`src/rtl/mem_arbiter.sv`:
```
// mem_arbiter: round-robin arbiter for two requesters sharing one memory port.
// Each access is an ACC strobe cycle followed by a RESP acknowledge cycle.
module mem_arbiter #(
  parameter int DW = 32,
  parameter int AW = 32
) (
  input  logic          clk,
  input  logic          reset,
  input  logic          req0,
  input  logic          we0,
  input  logic [AW-1:0] adr0,
  input  logic [DW-1:0] wd0,
  input  logic          req1,
  input  logic          we1,
  input  logic [AW-1:0] adr1,
  input  logic [DW-1:0] wd1,
  output logic          gnt0,
  output logic          gnt1,
  output logic          ack0,
  output logic          ack1,
  output logic [DW-1:0] rd0,
  output logic [DW-1:0] rd1,
  output logic          mem_en,
  output logic          mem_we,
  output logic [AW-1:0] mem_adr,
  output logic [DW-1:0] mem_wd,
  input  logic [DW-1:0] mem_rd
);

  typedef enum logic [2:0] {
    IDLE  = 3'd0,
    ACC0  = 3'd1,
    ACC1  = 3'd2,
    RESP0 = 3'd3,
    RESP1 = 3'd4
  } state_t;

  state_t        r_state;
  logic          r_last;
  logic          r_gnt0;
  logic          r_gnt1;
  logic          r_ack0;
  logic          r_ack1;
  logic          r_mem_en;
  logic          r_mem_we;
  logic [AW-1:0] r_mem_adr;
  logic [DW-1:0] r_mem_wd;
  logic [DW-1:0] r_rd0;
  logic [DW-1:0] r_rd1;

  logic w_arb;
  logic w_win0;
  logic w_win1;
  logic w_rsp0_rd;
  logic w_rsp1_rd;

  assign w_arb = (r_state == IDLE) ||
                 (r_state == RESP0) ||
                 (r_state == RESP1);

  // r_last names the port served most recently; the other wins a tie
  assign w_win0 = w_arb && req0 && (!req1 || r_last);
  assign w_win1 = w_arb && req1 && (!req0 || !r_last);

  assign w_rsp0_rd = (r_state == RESP0) && !r_mem_we;
  assign w_rsp1_rd = (r_state == RESP1) && !r_mem_we;

  always_ff @(posedge clk or negedge reset) begin
    if (!reset) begin
      r_state   <= IDLE;
      r_last    <= 1'b1;
      r_gnt0    <= 1'b0;
      r_gnt1    <= 1'b0;
      r_ack0    <= 1'b0;
      r_ack1    <= 1'b0;
      r_mem_en  <= 1'b0;
      r_mem_we  <= 1'b0;
      r_mem_adr <= '0;
      r_mem_wd  <= '0;
      r_rd0     <= '0;
      r_rd1     <= '0;
    end else begin
      r_gnt0   <= 1'b0;
      r_gnt1   <= 1'b0;
      r_ack0   <= 1'b0;
      r_ack1   <= 1'b0;
      r_mem_en <= 1'b0;
      unique case (r_state)
        IDLE, RESP0, RESP1: begin
          if (w_rsp0_rd) r_rd0 <= mem_rd;
          if (w_rsp1_rd) r_rd1 <= mem_rd;
          r_state <= IDLE;
          if (w_win0) begin
            r_state   <= ACC0;
            r_gnt0    <= 1'b1;
            r_mem_en  <= 1'b1;
            r_mem_we  <= we0;
            r_mem_adr <= adr0;
            r_mem_wd  <= wd0;
          end else if (w_win1) begin
            r_state   <= ACC1;
            r_gnt1    <= 1'b1;
            r_mem_en  <= 1'b1;
            r_mem_we  <= we1;
            r_mem_adr <= adr1;
            r_mem_wd  <= wd1;
          end
        end
        ACC0: begin
          r_state <= RESP0;
          r_ack0  <= 1'b1;
          r_last  <= 1'b0;
        end
        ACC1: begin
          r_state <= RESP1;
          r_ack1  <= 1'b1;
          r_last  <= 1'b1;
        end
        default: r_state <= IDLE;
      endcase
    end
  end

  assign gnt0    = r_gnt0;
  assign gnt1    = r_gnt1;
  assign ack0    = r_ack0;
  assign ack1    = r_ack1;
  assign mem_en  = r_mem_en;
  assign mem_we  = r_mem_we;
  assign mem_adr = r_mem_adr;
  assign mem_wd  = r_mem_wd;

  // read data is forwarded in the ack cycle, then held
  assign rd0 = w_rsp0_rd ? mem_rd : r_rd0;
  assign rd1 = w_rsp1_rd ? mem_rd : r_rd1;

endmodule
```
`config.mk`:
```
export PLATFORM = sky130hd
export DESIGN_NAME = mem_arbiter
export DESIGN_NICKNAME = d
export VERILOG_FILES = /design/src/rtl/mem_arbiter.sv
export SDC_FILE = /design/constraint.sdc
export NUM_CORES = 1
export LEC_CHECK = 0
export CAP_MARGIN = 20
export CORE_ASPECT_RATIO = 1.2
export CORE_MARGIN = 4
export CORE_UTILIZATION = 45
export CTS_CLUSTER_DIAMETER = 80
export DETAILED_ROUTE_END_ITERATION = 12
export PLACE_DENSITY = 0.94
export SLEW_MARGIN = 30
export SYNTH_ARGS = -nofsm -noshare
export SYNTH_HDL_FRONTEND = slang
export SYNTH_SLANG_ARGS = --single-unit
```
`constraint.sdc`:
```
create_clock -name clk -period 3.8 [get_ports clk]
set_input_delay 0.38 -clock clk [delete_from_list [all_inputs] [get_ports clk]]
set_output_delay 0.38 -clock clk [all_outputs]
set_load 0.02 [all_outputs]
```
# After elaboration in Yosys (flattened, before gate mapping)
# Cells that the tools add are included.
[word_totals]
reg_bits = 138
[classes]
n_eq_ne = 4
n_mux = 21
reduce_logical = 19
[ops]
columns = ["operator", "count"]
rows = [
  ["two-way mux 32 bit", 6],
  ["two-way mux 1 bit", 11],
  ["one-hot mux 3 bit (3 select lines)", 1],
  ["== test 3 x 2 -> 1 bit (second input constant)", 2],
  ["logical AND 1 bit", 6],
  ["logical NOT 1 bit", 4],
  ["logical OR 1 bit", 4],
  ["two-way mux 2 bit", 2],
  ["nonzero test 2 bit", 2],
  ["== test 3 x 1 -> 1 bit (second input constant)", 1],
  ["== test 3 bit (second input constant)", 1],
  ["logical NOT 3 bit", 1],
  ["OR reduction 3 bit", 1],
  ["one-hot mux 1 bit (2 select lines)", 1],
  ["AND reduction 2 bit", 1],
]

# Longest topological paths before layout
[logic_depth]
word_depth = 8
ltp_mapped = 7
ltp_nobuf = 4

# Worst setup path after synthesis
# Ideal clock, no wire load.
[synth_timing]
path_type = "register to output"
from = "register r_state[1]"
to = "output port rd1[0]"
t_arrival_ns = 1.633
required_time_ns = 3.420
slack_ns = 1.787
stages_incl_launch_ff = 7
n_path_buf = 3
cell_sequence = "dfrtp_1 or2_1 buf_6 nor3b_2 buf_6 buf_12 mux2_4"
[synth_via]
elab_chain_cells = 3
[synth_rtl]
columns = ["item", "line_no", "text"]
rows = [
  ["start, declared", "38", "state_t r_state;"],
  ["start signal, assigned", "70", "r_state <= IDLE;"],
  ["start signal, assigned", "92", "r_state <= IDLE;"],
  ["start signal, assigned", "94", "r_state <= ACC0;"],
  ["== test 3 bit", "66", "assign w_rsp1_rd = (r_state == RESP1) && !r_mem_we;"],
  ["logical AND 1 bit", "66", ""],
  ["two-way mux 32 bit", "-", ""],
  ["end, declared", "22", "output logic [DW-1:0] rd1,"],
]
# No other way between the ends.

# Final worst setup path
[layout_timing]
from = "register r_state[1]"
to = "output port rd1[3]"
# The elaborated chain is that of the path after synthesis.

==> impl_metrics.xml <==
<?xml version="1.0" encoding="UTF-8"?>
<metrics>
  <group name="worst_setup_path">
    <metric name="startpoint_type" unit="">flip-flop</metric>
    <metric name="critPathCaptureType" unit="">output port</metric>
    <metric name="worstSetupPathType" unit="">reg -&gt; out</metric>
    <metric name="timing.critical_path.required" unit="ns">3.42</metric>
    <metric name="critPathMaxFanout" unit="">64</metric>
    <metric name="crit_arrival" unit="ns">2.84</metric>
  </group>
  <group name="final_layout">
    <metric name="most_used_cells_in_the_layout_excluding_fill_and_tap_cells" unit="">sky130_fd_sc_hd__clkdlybuf4s50_1, sky130_fd_sc_hd__dfrtp_1, sky130_fd_sc_hd__nor2_1, sky130_fd_sc_hd__a21oi_1, sky130_fd_sc_hd__mux2_2</metric>
    <metric name="layout.cells.most_common" unit="">sky130_fd_sc_hd__clkdlybuf4s50_1</metric>
    <metric name="final_net_count" unit="">976</metric>
    <metric name="n_antenna_cell" unit="">0</metric>
    <metric name="final_design_area_no_fill" unit="mm²">0.0103</metric>
    <metric name="syn2layout_area_growth" unit="%">55.0</metric>
    <metric name="post_route_cells_drive_above_1_share" unit="%">20.9</metric>
  </group>
  <group name="cts">
    <metric name="numCtsBuffers" unit="">17</metric>
    <metric name="cts_resized" unit="">0</metric>
    <metric name="cts_tree" unit="">done</metric>
    <metric name="path_clk_slew" unit="ns">0.06</metric>
    <metric name="cts.hold.buffers_added" unit="">0</metric>
    <metric name="htree_num_levels" unit="">4</metric>
    <metric name="post_cts.repair.setup_buffers" unit="">0</metric>
    <metric name="clock_path_buffers" unit="">2</metric>
    <metric name="clk_root_buffer_cell" unit="">sky130_fd_sc_hd__clkbuf_16</metric>
    <metric name="clock_sink_count" unit="">138</metric>
    <metric name="worst_skew_pair.late_latency" unit="ns">0.41</metric>
  </group>
  <group name="sta">
    <metric name="timing.final.max_slew_violations" unit="">0</metric>
    <metric name="setup_tns" unit="ns">0</metric>
    <metric name="achievable-frequency" unit="GHz">0.310</metric>
    <metric name="period_needed" unit="ns">3.22</metric>
    <metric name="slew_headroom" unit="%">45.3</metric>
    <metric name="grt_setup_unrepaired" unit="">no</metric>
    <metric name="worst_pin_slew" unit="ns">0.818</metric>
    <metric name="fin_worst_hold_slack" unit="ns">-0.0297</metric>
    <metric name="finClkSkew" unit="ns">0.00972</metric>
    <metric name="final.period_utilization" unit="%">84.8</metric>
    <metric name="total_setup_violations_reported_at_the_end_of_the_flow" unit="">0</metric>
    <metric name="timing.final.hold_violations" unit="">26</metric>
  </group>
  <group name="synthesis">
    <metric name="synth_seq_cells" unit="">138</metric>
    <metric name="post_synth_main_area_contributors" unit="">sky130_fd_sc_hd__dfrtp_1, sky130_fd_sc_hd__mux2_4, sky130_fd_sc_hd__mux2_2</metric>
    <metric name="synth_top_area_share" unit="%">51.8</metric>
    <metric name="synth_compound_area_share" unit="%">10.2</metric>
    <metric name="number_of_synthesized_flops_with_an_enable_pin" unit="">0</metric>
    <metric name="postSynthAreaPerCell" unit="µm²">12.6</metric>
    <metric name="largest_family_of_logic_cells_by_synthesized_area" unit="">multiplexers</metric>
    <metric name="number_of_standard_cells_after_synthesis" unit="">524</metric>
    <metric name="synthFlopType" unit="">sky130_fd_sc_hd__dfrtp_1</metric>
    <metric name="post-synth-top-area-cell" unit="">sky130_fd_sc_hd__dfrtp_1</metric>
    <metric name="synth-seq-area-share" unit="%">52.2</metric>
    <metric name="mappedNetlistArea" unit="mm²">0.00662</metric>
    <metric name="post_synthesis_net_count" unit="">690</metric>
    <metric name="synth-adder-area-share" unit="%">0</metric>
    <metric name="yosys.area_share.simple" unit="%">4.95</metric>
    <metric name="synth.yosys.warnings" unit="">0</metric>
    <metric name="synthDistinctLibCells" unit="">25</metric>
    <metric name="synth_area_in_xor_xnor" unit="%">0</metric>
    <metric name="post_synthesis_mux_area_share" unit="%">27.7</metric>
    <metric name="async_flop_share" unit="%">100</metric>
  </group>
  <group name="floorplan">
    <metric name="floorplan.io_pins" unit="">300</metric>
    <metric name="core_area" unit="mm²">0.0144</metric>
    <metric name="die_h" unit="µm">141</metric>
    <metric name="floorplan.initialDensity" unit="%">45.9</metric>
    <metric name="placementRows" unit="">48</metric>
    <metric name="fp.dieArea" unit="mm²">0.0167</metric>
    <metric name="dieWidth" unit="µm">119</metric>
  </group>
  <group name="routing">
    <metric name="drt-total-wl" unit="µm">18900</metric>
    <metric name="post_detailed_route_count_of_antenna_violating_nets" unit="">0</metric>
    <metric name="post_drt_wl_per_cell" unit="µm">18.9</metric>
    <metric name="dr.pass1.iters" unit="">4</metric>
    <metric name="ratio_of_routed_vias_to_standard_cells" unit="">5.33</metric>
    <metric name="detail_route.drc_violations" unit="">0</metric>
    <metric name="route.vias.total" unit="">5316</metric>
    <metric name="drt_first_iter_violations" unit="">282</metric>
  </group>
  <group name="hold_path">
    <metric name="hp-class" unit="">in -&gt; async</metric>
  </group>
  <group name="placed_design">
    <metric name="place.port_buffers" unit="">299</metric>
    <metric name="placed_area" unit="mm²">0.00966</metric>
    <metric name="dp.final_hpwl" unit="µm">14000</metric>
    <metric name="gp_congestion" unit="">0.832</metric>
  </group>
  <group name="grt">
    <metric name="grt_overflow" unit="">0</metric>
    <metric name="grt_max_degree" unit="">77</metric>
    <metric name="grt_util_all_layers" unit="%">22.3</metric>
    <metric name="via_count_of_the_first_global_routing_pass" unit="">5557</metric>
    <metric name="first_pass_grt_wire_length" unit="µm">29200</metric>
    <metric name="antenna_found_initial" unit="">0</metric>
  </group>
  <group name="power_and_ir_drop">
    <metric name="cellLeakagePower" unit="nW">4.25</metric>
    <metric name="pwr-share-comb" unit="%">53.1</metric>
    <metric name="switching_part_of_the_total" unit="%">37.2</metric>
    <metric name="power.share.clock" unit="%">18.2</metric>
    <metric name="part_of_the_power_in_registers" unit="%">28.7</metric>
    <metric name="switching_power" unit="mW">3.39</metric>
    <metric name="power_density" unit="mW/mm²">886</metric>
    <metric name="p_total" unit="mW">9.10</metric>
    <metric name="cell_internal_pwr" unit="mW">5.71</metric>
    <metric name="irDropWorstVdd" unit="mV">0.481</metric>
  </group>
  <group name="run">
    <metric name="timing.max_cap.violations" unit="">0</metric>
  </group>
  <group name="run_status">
    <metric name="status" unit="">complete, but fails checks</metric>
    <metric name="failing_checks" unit="">negative hold slack</metric>
  </group>
</metrics>
## stage by stage
step / worst slack [ns] / utilization, % / hold WS [ns] / cells
floorplan: 1.79 / - / 0.0844 / 524
global placement: 1.09 / 67.0 / 0.449 / 966
detailed placement: 1.03 / 67.0 / 0.453 / 966
CTS: 0.566 / 71.2 / 0.00102 / 998
global route: 0.453 / 71.2 / 0.0301 / 998
finish: 0.578 / 71.2 / -0.0297 / 998
## power by group through the flow
stage | logic [mW] | clock network, mW | registers, mW
2_1_floorplan | 2.42 | 0 | 2.96
3_3_place_gp | 4.73 | 0 | 2.58
3_5_place_dp | 4.85 | 0 | 2.62
4_1_cts | 4.87 | 1.70 | 2.61
5_1_grt | 5.10 | 1.76 | 2.70
6_report | 4.83 | 1.66 | 2.61
## Yosys cell counts, drive strengths merged, types with 2 or more instances
cell type    n
o21ai        4
mux2       128
nand2        3
a21oi       68
dfrtp      137
nand2b       2
o22ai       48
mux2i       17
clkbuf      10
a21o         2
nor2        68
nor3b        3
buf         30
## path summary, 6_finish.rpt
path,startpoint,end,slack (ns),cells past startpoint
max reg2reg,r_state[1]$_DFF_PN0_,mem_adr[10]$_DFFE_PN0P_,1.61,5
max in group asynchronous,reset,r_last$_DFFE_PN1P_,2.82,2
min reg2reg,r_rd0[0]$_DFFE_PN0N_,r_rd0[0]$_DFFE_PN0N_,0.50,1
max,r_state[1]$_DFF_PN0_,rd1[3],0.58,5
min,reset,r_rd0[28]$_DFFE_PN0N_,-0.03,1
min in group clk,r_rd0[0]$_DFFE_PN0N_,r_rd0[0]$_DFFE_PN0N_,0.50,1
## flip-flops by register name, indices dropped and copies added, names as in the netlist
| signal | count |
|---|---|
| mem_we | 1 |
| mem_adr | 32 |
| ack1 | 1 |
| mem_en | 1 |
| r_rd1 | 32 |
| r_last | 1 |
| r_rd0 | 32 |
| gnt1 | 1 |
| ack0 | 1 |
| mem_wd | 32 |
| gnt0 | 1 |
| r_state | 3 |
## critical path: stages, from the launching register on
cell and delay (ns):
sky130_fd_sc_hd__dfrtp_1 0.44, sky130_fd_sc_hd__or2_1 0.39, sky130_fd_sc_hd__nor3b_4 0.25, sky130_fd_sc_hd__buf_12 0.40
sky130_fd_sc_hd__mux2_4 0.34, sky130_fd_sc_hd__clkdlybuf4s50_1 0.55
## cell type report
class	count	area, µm²
Clock buffer	21	470
Clock inverter	11	135
Fill cell	965	4150
Inverter	1	3.75
Multi-Input combinational cell	345	2880
Sequential cell	138	3450
Tap cell	175	219
Timing Repair Buffer	307	3100
## cell families (layout without fill, tap and decap cells)
kind of cell	count (synthesis)	after routing
DFF	138	138
buffers and inverters	41	340
muxes	145	145
AOI/OAI and AO/OA	122	122
and+or+nand+nor	78	78
## per-layer routing
metal,up-vias,track usage (%),routed length (µm)
met5,-,0,0
met1,2572,23.5,6980
met4,0,9.76,656
met2,245,39.5,9730
li1,2456,-,-
met3,43,8.79,1550
Note: power is estimated with default switching activity, not from simulation.
